File: src/rtl/gmii_tx_arbiter_if.sv
// Requester-side and GMII-side signal bundle for gmii_tx_arbiter.
interface gmii_tx_arbiter_if #(
    parameter int N_REQ = 3
) ();
    logic [N_REQ-1:0]   i_req;
    logic [N_REQ-1:0]   o_grant;
    logic [N_REQ*8-1:0] i_req_data;
    logic [N_REQ-1:0]   i_req_valid;
    logic [N_REQ-1:0]   i_req_last;
    logic [7:0]         o_gmii_tx_data;
    logic               o_gmii_tx_valid;
    logic               o_err_oversize;
    logic               o_err_underrun;
    logic               o_busy;

    modport slave (
        input  i_req, i_req_data, i_req_valid, i_req_last,
        output o_grant, o_gmii_tx_data, o_gmii_tx_valid, o_err_oversize, o_err_underrun, o_busy
    );

    modport master (
        output i_req, i_req_data, i_req_valid, i_req_last,
        input  o_grant, o_gmii_tx_data, o_gmii_tx_valid, o_err_oversize, o_err_underrun, o_busy
    );
endinterface

File: src/rtl/gmii_tx_arbiter.sv
// Frame-level round-robin arbiter muxing N_REQ byte streams onto one GMII TX stream with forced IFG.
// Optional `ARB_WDOG_EN: revoke a grant that never produces a first byte within WDOG_CYC cycles.
module gmii_tx_arbiter #(
    parameter int N_REQ    = 3,
    parameter int MAX_LEN  = 1526,
    parameter int IFG_CYC  = 12,
    parameter int WDOG_CYC = 64
) (
    input  logic            i_udp_stack_clk,
    input  logic            i_udp_stack_rst_n,
    gmii_tx_arbiter_if.slave io_bus
);
    localparam int IDX_W   = $clog2(N_REQ);
    localparam int CNT_W   = 11;
    // One timer serves both the IFG countdown and the grant watchdog.
    localparam int TMR_MAX = (IFG_CYC > WDOG_CYC) ? IFG_CYC : WDOG_CYC;
    localparam int TMR_W   = $clog2(TMR_MAX + 1);

    typedef enum logic [2:0] {
        S_IDLE,
        S_GRANT,
        S_XFER,
        S_DRAIN,
        S_IFG
    } state_t;

    state_t           r_state, w_state_nxt;
    logic [IDX_W-1:0] r_rr, w_rr_nxt;
    logic [IDX_W-1:0] r_gidx, w_gidx_nxt;
    logic [IDX_W-1:0] w_pick, w_rr_adv;
    logic [N_REQ-1:0] r_grant, w_grant_nxt;
    logic [CNT_W-1:0] r_cnt, w_cnt_nxt, w_cnt_inc;
    logic [TMR_W-1:0] r_tmr, w_tmr_nxt;
    logic [7:0]       r_tx_data, w_tx_data_nxt, w_sel_data;
    logic             r_tx_valid, w_tx_valid_nxt;
    logic             r_err_ov, w_err_ov_nxt;
    logic             r_err_un, w_err_un_nxt;
    logic             w_sel_req, w_sel_valid, w_sel_last;
    logic             w_any_req, w_end;

    assign w_sel_req   = io_bus.i_req[r_gidx];
    assign w_sel_valid = io_bus.i_req_valid[r_gidx];
    assign w_sel_last  = io_bus.i_req_last[r_gidx];
    assign w_sel_data  = io_bus.i_req_data[{r_gidx, 3'b000} +: 8];
    assign w_any_req   = |io_bus.i_req;
    assign w_rr_adv    = (r_gidx == IDX_W'(N_REQ - 1)) ? '0 : r_gidx + 1'b1;
    assign w_cnt_inc   = (r_state == S_GRANT) ? CNT_W'(1) : r_cnt + 1'b1;

    // Walk downward so the requester closest to the rr pointer is written last and wins.
    always_comb begin
        int idx;
        w_pick = r_rr;
        idx    = 0;
        for (int i = N_REQ - 1; i >= 0; i--) begin
            idx = int'(r_rr) + i;
            if (idx >= N_REQ) idx = idx - N_REQ;
            if (io_bus.i_req[idx]) w_pick = IDX_W'(idx);
        end
    end

    always_comb begin
        w_state_nxt    = r_state;
        w_rr_nxt       = r_rr;
        w_gidx_nxt     = r_gidx;
        w_grant_nxt    = r_grant;
        w_cnt_nxt      = r_cnt;
        w_tmr_nxt      = r_tmr;
        w_tx_valid_nxt = 1'b0;
        w_tx_data_nxt  = '0;
        w_err_ov_nxt   = 1'b0;
        w_err_un_nxt   = 1'b0;
        w_end          = 1'b0;
        unique case (r_state)
            S_IDLE: begin
                if (w_any_req) begin
                    w_state_nxt = S_GRANT;
                    w_gidx_nxt  = w_pick;
                    w_grant_nxt = N_REQ'(1) << w_pick;
                    w_cnt_nxt   = '0;
                    w_tmr_nxt   = '0;
                end
            end
            S_GRANT, S_XFER: begin
                if (w_sel_valid) begin
                    w_tx_valid_nxt = 1'b1;
                    w_tx_data_nxt  = w_sel_data;
                    w_cnt_nxt      = w_cnt_inc;
                    if (w_sel_last) begin
                        w_end = 1'b1;
                    end else if (w_cnt_inc == CNT_W'(MAX_LEN)) begin
                        w_err_ov_nxt = 1'b1;
                        w_state_nxt  = S_DRAIN;
                    end else begin
                        w_state_nxt = S_XFER;
                    end
                end else if (r_state == S_XFER) begin
                    w_err_un_nxt = 1'b1;
                    w_end        = 1'b1;
                end else if (!w_sel_req) begin
                    // Requester withdrew before its first byte: no frame, pointer stays.
                    w_state_nxt = S_IDLE;
                    w_grant_nxt = '0;
                end
`ifdef ARB_WDOG_EN
                else if (r_tmr == TMR_W'(WDOG_CYC - 1)) begin
                    w_end = 1'b1;
                end else begin
                    w_tmr_nxt = r_tmr + 1'b1;
                end
`endif
            end
            S_DRAIN: begin
                if (w_sel_valid && w_sel_last) w_end = 1'b1;
            end
            S_IFG: begin
                if (r_tmr == TMR_W'(IFG_CYC - 1)) begin
                    w_state_nxt = S_IDLE;
                end else begin
                    w_tmr_nxt = r_tmr + 1'b1;
                end
            end
            default: w_state_nxt = S_IDLE;
        endcase

        // Every way out of a granted frame lands in IFG with the requester demoted.
        if (w_end) begin
            w_state_nxt = S_IFG;
            w_grant_nxt = '0;
            w_rr_nxt    = w_rr_adv;
            w_tmr_nxt   = '0;
        end
    end

    always_ff @(posedge i_udp_stack_clk or negedge i_udp_stack_rst_n) begin
        if (!i_udp_stack_rst_n) begin
            r_state    <= S_IDLE;
            r_rr       <= '0;
            r_gidx     <= '0;
            r_grant    <= '0;
            r_cnt      <= '0;
            r_tmr      <= '0;
            r_tx_data  <= '0;
            r_tx_valid <= 1'b0;
            r_err_ov   <= 1'b0;
            r_err_un   <= 1'b0;
        end else begin
            r_state    <= w_state_nxt;
            r_rr       <= w_rr_nxt;
            r_gidx     <= w_gidx_nxt;
            r_grant    <= w_grant_nxt;
            r_cnt      <= w_cnt_nxt;
            r_tmr      <= w_tmr_nxt;
            r_tx_data  <= w_tx_data_nxt;
            r_tx_valid <= w_tx_valid_nxt;
            r_err_ov   <= w_err_ov_nxt;
            r_err_un   <= w_err_un_nxt;
        end
    end

    assign io_bus.o_grant         = r_grant;
    assign io_bus.o_gmii_tx_data  = r_tx_data;
    assign io_bus.o_gmii_tx_valid = r_tx_valid;
    assign io_bus.o_err_oversize  = r_err_ov;
    assign io_bus.o_err_underrun  = r_err_un;
    assign io_bus.o_busy          = (r_state != S_IDLE);
endmodule

File: src/flat_wrapper.sv
// flat-port wrapper written by rule: the top's interface ports become plain ports
module gmii_tx_arbiter_flat 
#(
    parameter int N_REQ    = 3,
    parameter int MAX_LEN  = 1526,
    parameter int IFG_CYC  = 12,
    parameter int WDOG_CYC = 64
)
  (i_udp_stack_clk, i_udp_stack_rst_n, io_bus_i_req, io_bus_i_req_data, io_bus_i_req_valid, io_bus_i_req_last, io_bus_o_grant, io_bus_o_gmii_tx_data, io_bus_o_gmii_tx_valid, io_bus_o_err_oversize, io_bus_o_err_underrun, io_bus_o_busy);
  gmii_tx_arbiter_if #(.N_REQ(N_REQ)) io_bus_i ();
  input  logic i_udp_stack_clk;
  input  logic i_udp_stack_rst_n;
  input wire logic [$bits(io_bus_i.i_req)-1:0] io_bus_i_req;
  input wire logic [$bits(io_bus_i.i_req_data)-1:0] io_bus_i_req_data;
  input wire logic [$bits(io_bus_i.i_req_valid)-1:0] io_bus_i_req_valid;
  input wire logic [$bits(io_bus_i.i_req_last)-1:0] io_bus_i_req_last;
  output wire logic [$bits(io_bus_i.o_grant)-1:0] io_bus_o_grant;
  output wire logic [$bits(io_bus_i.o_gmii_tx_data)-1:0] io_bus_o_gmii_tx_data;
  output wire logic [$bits(io_bus_i.o_gmii_tx_valid)-1:0] io_bus_o_gmii_tx_valid;
  output wire logic [$bits(io_bus_i.o_err_oversize)-1:0] io_bus_o_err_oversize;
  output wire logic [$bits(io_bus_i.o_err_underrun)-1:0] io_bus_o_err_underrun;
  output wire logic [$bits(io_bus_i.o_busy)-1:0] io_bus_o_busy;
  assign io_bus_i.i_req = io_bus_i_req;
  assign io_bus_i.i_req_data = io_bus_i_req_data;
  assign io_bus_i.i_req_valid = io_bus_i_req_valid;
  assign io_bus_i.i_req_last = io_bus_i_req_last;
  assign io_bus_o_grant = io_bus_i.o_grant;
  assign io_bus_o_gmii_tx_data = io_bus_i.o_gmii_tx_data;
  assign io_bus_o_gmii_tx_valid = io_bus_i.o_gmii_tx_valid;
  assign io_bus_o_err_oversize = io_bus_i.o_err_oversize;
  assign io_bus_o_err_underrun = io_bus_i.o_err_underrun;
  assign io_bus_o_busy = io_bus_i.o_busy;
  gmii_tx_arbiter #(.N_REQ(N_REQ), .MAX_LEN(MAX_LEN), .IFG_CYC(IFG_CYC), .WDOG_CYC(WDOG_CYC)) u_core (.i_udp_stack_clk(i_udp_stack_clk), .i_udp_stack_rst_n(i_udp_stack_rst_n), .io_bus(io_bus_i));
endmodule
File: config.mk
export PLATFORM = sky130hd
export DESIGN_NAME = gmii_tx_arbiter_flat
export DESIGN_NICKNAME = d
export VERILOG_FILES = /design/src/rtl/gmii_tx_arbiter_if.sv /design/src/rtl/gmii_tx_arbiter.sv /design/src/flat_wrapper.sv
export SDC_FILE = /design/constraint.sdc
export NUM_CORES = 1
export LEC_CHECK = 0
export ABC_AREA = 1
export CORE_MARGIN = 5
export CORE_UTILIZATION = 35
export DETAILED_ROUTE_END_ITERATION = 7
export SYNTH_ARGS = -nofsm -noshare
export SYNTH_HDL_FRONTEND = slang
export SYNTH_SLANG_ARGS = --single-unit
File: constraint.sdc
create_clock -name i_udp_stack_clk -period 1.5 [get_ports i_udp_stack_clk]
set_input_delay 0.3 -clock i_udp_stack_clk [delete_from_list [all_inputs] [get_ports i_udp_stack_clk]]
set_output_delay 0.3 -clock i_udp_stack_clk [all_outputs]
set_load 0.01 [all_outputs]
==> run summary <==
STA classifies the critical path startpoint as a register. The final non-filler cell total came out at 516. The number of fill cells in the layout came out at 619. The type of the most critical hold path is in -> async. On the final layout, the worst clock skew is 2.96 ps. The count of maximum capacitance violations came out at 0. The mapped netlist covers 0.00240 mm^2. The number of clock buffers inserted by TritonCTS came out at 5.

The final number of max-transition violations came out at 0. The data arrival time of the critical path came out at 1800 ps. Detailed placement finished with a half-perimeter wire length of 4800 um. The wire length of the first global-routing pass came out at 11200 um. Across every metal layer, demand over resource in global routing totals 16.1%.

Synthesis instantiated 29 different standard cells from the library. The post-synthesis cell count is 327. The root buffer cell chosen for the clock tree is sky130_fd_sc_hd__clkbuf_8. The checks that failed: negative setup slack. The required time reported for the critical path endpoint came out at 1690 ps. The area growth from synthesis to layout is 51.8%. The total congestion overflow after global routing came out at 0.

The count of endpoints failing hold in the final timing report came out at 0. The synthesized area per cell came out at 7.35 um^2. In the routed layout, each cell is associated on average with a via count of 4.82.

The remaining number of nets flagged by the antenna check after routing came out at 0. Synthesis produced a netlist with a net count of 366. The clock latency reported for the late side of the worst-skew pair is 290 ps. The maximum root-to-sink buffer count is 2. Buffers placed on the I/O ports in this run total 49. The antenna cell count is 0.

The final RePlAce weighted congestion is 0.866. The initial core utilization is 35.8%. After detailed routing, the average wire length per cell comes to 12.5 um. The boundary pin count came out at 50. The total leakage power is 0.00183 uW. The initial antenna violation count was 0. The library cell occupying the most area in the post-synthesis netlist is sky130_fd_sc_hd__dfrtp_1. The via count is 2487.

The slack of the critical path is -116 ps. The number of DRC violations after detailed-routing iteration 0 is 111. The register area share after synthesis came out at 40.6%.

Counting tap cells, the placed design contains a total of 496 instances. The post-layout net count is 474. The flow ran to the end, but the final reports show violations. The peak fanout along the critical path came out at 5. The critical path class is reg -> reg. The number of cell rows came out at 30. The measured slew at the worst slew-check pin is 433 ps. VDD sags by at most 0.00103 V.

The fraction of final layout cells with drive strength greater than 1 is 26.4%. Headroom to the max-slew limit came out at 71.2%. The total of endpoints with negative setup slack in the final report came out at 15. The clock slew at the register clock pins of the worst setup and hold paths came out at 70 ps. Counting flops and latches in the post-synthesis netlist gives 39. The post-layout minimum cycle time is 1620 ps. For this block, the routed nets add up to 6450 um of wire. In the post-synthesis netlist, the biggest area contributors are sky130_fd_sc_hd__dfrtp_1, sky130_fd_sc_hd__nand2_1, sky130_fd_sc_hd__nand3_1. The upper clock frequency limit is 619 MHz. The number of iterations in the first detailed-routing pass came out at 4.

The CTS sink count came out at 39. The die is 92.8 um tall. The clock tree from TritonCTS is yes. The areal power density over the cells is 1710 mW/mm^2.

The final instance area is 0.00365 mm^2. In this run the cell area measured after placement is 0.00328 mm^2. The core area came out at 0.00672 mm^2. The number of warning messages in the yosys log is 0. Setup repair after global routing could not meet its margin everywhere. The die area is 0.00862 mm^2. The via count of the first global-routing pass is 2490.

The maximum number of pins on one net before global-route repair came out at 20. The number of remaining DRC errors came out at 0. The final critical path takes up 108% of the cycle. The area share of the largest cell type after synthesis is 40.6%. The total power came out at 6250 uW.

The floorplan step set the die width to 92.8 um. The number of H-tree levels came out at 2. The worst setup path is captured at a register.
logic make-up after synthesis:
logic type	Yosys count	share of synthesized area (%)
and+or+nand+nor	198	38.2
buffers and inverters	43	8.28
AOI/OAI and AO/OA	40	9.74
DFF	39	40.6
adders and majority gates	4	2.08
xor gates and xnor gates	3	1.09
placed cells by master (no fill, tap or decap), types with 11 or more instances in the layout:
master / count
sky130_fd_sc_hd__nor2_2: 11
sky130_fd_sc_hd__buf_4: 51
sky130_fd_sc_hd__clkdlybuf4s50_1: 40
sky130_fd_sc_hd__nand3_1: 28
sky130_fd_sc_hd__nor2_1: 20
sky130_fd_sc_hd__nand2_1: 106
sky130_fd_sc_hd__inv_1: 28
sky130_fd_sc_hd__dfrtp_1: 38
worst max-delay path, cell delays in order (launching register included):
cell,delay [ps]
sky130_fd_sc_hd__dfrtp_1,410
sky130_fd_sc_hd__inv_2,70
sky130_fd_sc_hd__ha_4,290
sky130_fd_sc_hd__inv_4,40
sky130_fd_sc_hd__buf_4,120
sky130_fd_sc_hd__buf_4,120
sky130_fd_sc_hd__nand2_1,60
sky130_fd_sc_hd__nand2_1,50
sky130_fd_sc_hd__inv_1,50
sky130_fd_sc_hd__nand2_1,60
sky130_fd_sc_hd__nand2_2,90
sky130_fd_sc_hd__nor2_1,50
sky130_fd_sc_hd__nand2_1,70
sky130_fd_sc_hd__nand2_1,40
Yosys cell counts, drive strengths merged:
cell type,number
nand3b,3
a21oi,10
nor2,36
o21ai,14
o22ai,7
nand3,31
dfrtp,39
nor3,6
buf,5
inv,38
ha,4
nand2,118
or2,1
a31oi,9
xor2,3
nand4,3
power breakdown:
group	switching, uW	total (uW)	internal, uW
Sequential	178	1460	1280
Clock	369	1030	665
Combinational	1990	3760	1770
routing by layer:
| metal | share of wire (%) | wire, um | GRT usage [%] | up-vias |
|---|---|---|---|---|
| li1 | - | - | - | 1274 |
| met1 | 45 | 2900 | 21.1 | 1144 |
| met2 | 48 | 3090 | 25.9 | 65 |
| met3 | 6.0 | 386 | 4.22 | 4 |
| met4 | 1.1 | 68 | 5.25 | 0 |
| met5 | 0 | 0 | 0 | - |
what timing repair did:
| item | 4_1_cts | 5_1_grt |
|---|---|---|
| resized for setup | 25 | 25 |
| pin swaps | 16 | 5 |
| cloned | 1 | 0 |
| hold buffers | 1 | 0 |
| setup buffers | 9 | 1 |
| endpoints found under the hold margin | 17 | 0 |
| endpoints found under the setup margin | 39 | 45 |
sequential cells by signal, summed over array words and instances, names as in the netlist:
register	cells
u_core.io_bus.o_gmii_tx_valid	1
u_core.r_state	3
u_core.r_tmr	7
u_core.r_rr	2
u_core.io_bus.o_err_oversize	1
u_core.io_bus.o_gmii_tx_data	8
u_core.io_bus.o_grant	3
u_core.io_bus.o_err_underrun	1
u_core.r_cnt	11
u_core.r_gidx	2
final cells by class:
cell class                      count  area [um^2]  area share, %
Inverter                           38          145           3.98
Sequential cell                    39          977           26.8
Timing Repair Buffer              105          938           25.7
Clock buffer                        6         72.6           1.99
Multi-Input combinational cell    246         1350           37.1
Tap cell                           80          100           2.74
Clock inverter                      2         60.1           1.65
path summary, 6_finish.rpt:
| kind | startpoint | to | slack (ps) | cells after the start |
|---|---|---|---|---|
| worst min-delay path | i_udp_stack_rst_n | u_core.io_bus.o_gmii_tx_data[5]$_DFF_PN0_ | 480 | 2 |
| worst max register to register | u_core.r_rr[0]$_DFFE_PN0N_ | u_core.io_bus.o_grant[2]$_DFFE_PN0P_ | -120 | 13 |
| worst max-delay path | u_core.r_rr[0]$_DFFE_PN0N_ | u_core.io_bus.o_grant[2]$_DFFE_PN0P_ | -120 | 13 |
| max in group asynchronous | i_udp_stack_rst_n | u_core.r_state[0]$_DFFE_PN0P_ | 470 | 3 |
| worst min register to register | u_core.io_bus.o_grant[2]$_DFFE_PN0P_ | u_core.io_bus.o_grant[2]$_DFFE_PN0P_ | 490 | 2 |
| min in group i_udp_stack_clk | u_core.io_bus.o_grant[2]$_DFFE_PN0P_ | u_core.io_bus.o_grant[2]$_DFFE_PN0P_ | 490 | 2 |
per-stage QoR:
| step | setup TNS [ps] | hold WS, ps | utilization (%) | setup slack [ps] |
|---|---|---|---|---|
| 6_report | -768 | 479 | 54.3 | -116 |
| 5_1_grt | -5380 | 512 | 54.3 | -248 |
| 4_1_cts | -1210 | 492 | 53.2 | -121 |
| 3_5_place_dp | -5150 | 272 | 48.8 | -252 |
| 3_3_place_gp | -4420 | 271 | 48.8 | -224 |
| 2_1_floorplan | 0 | 4.41 | - | 27.1 |
(Power assumes the default switching activity.)
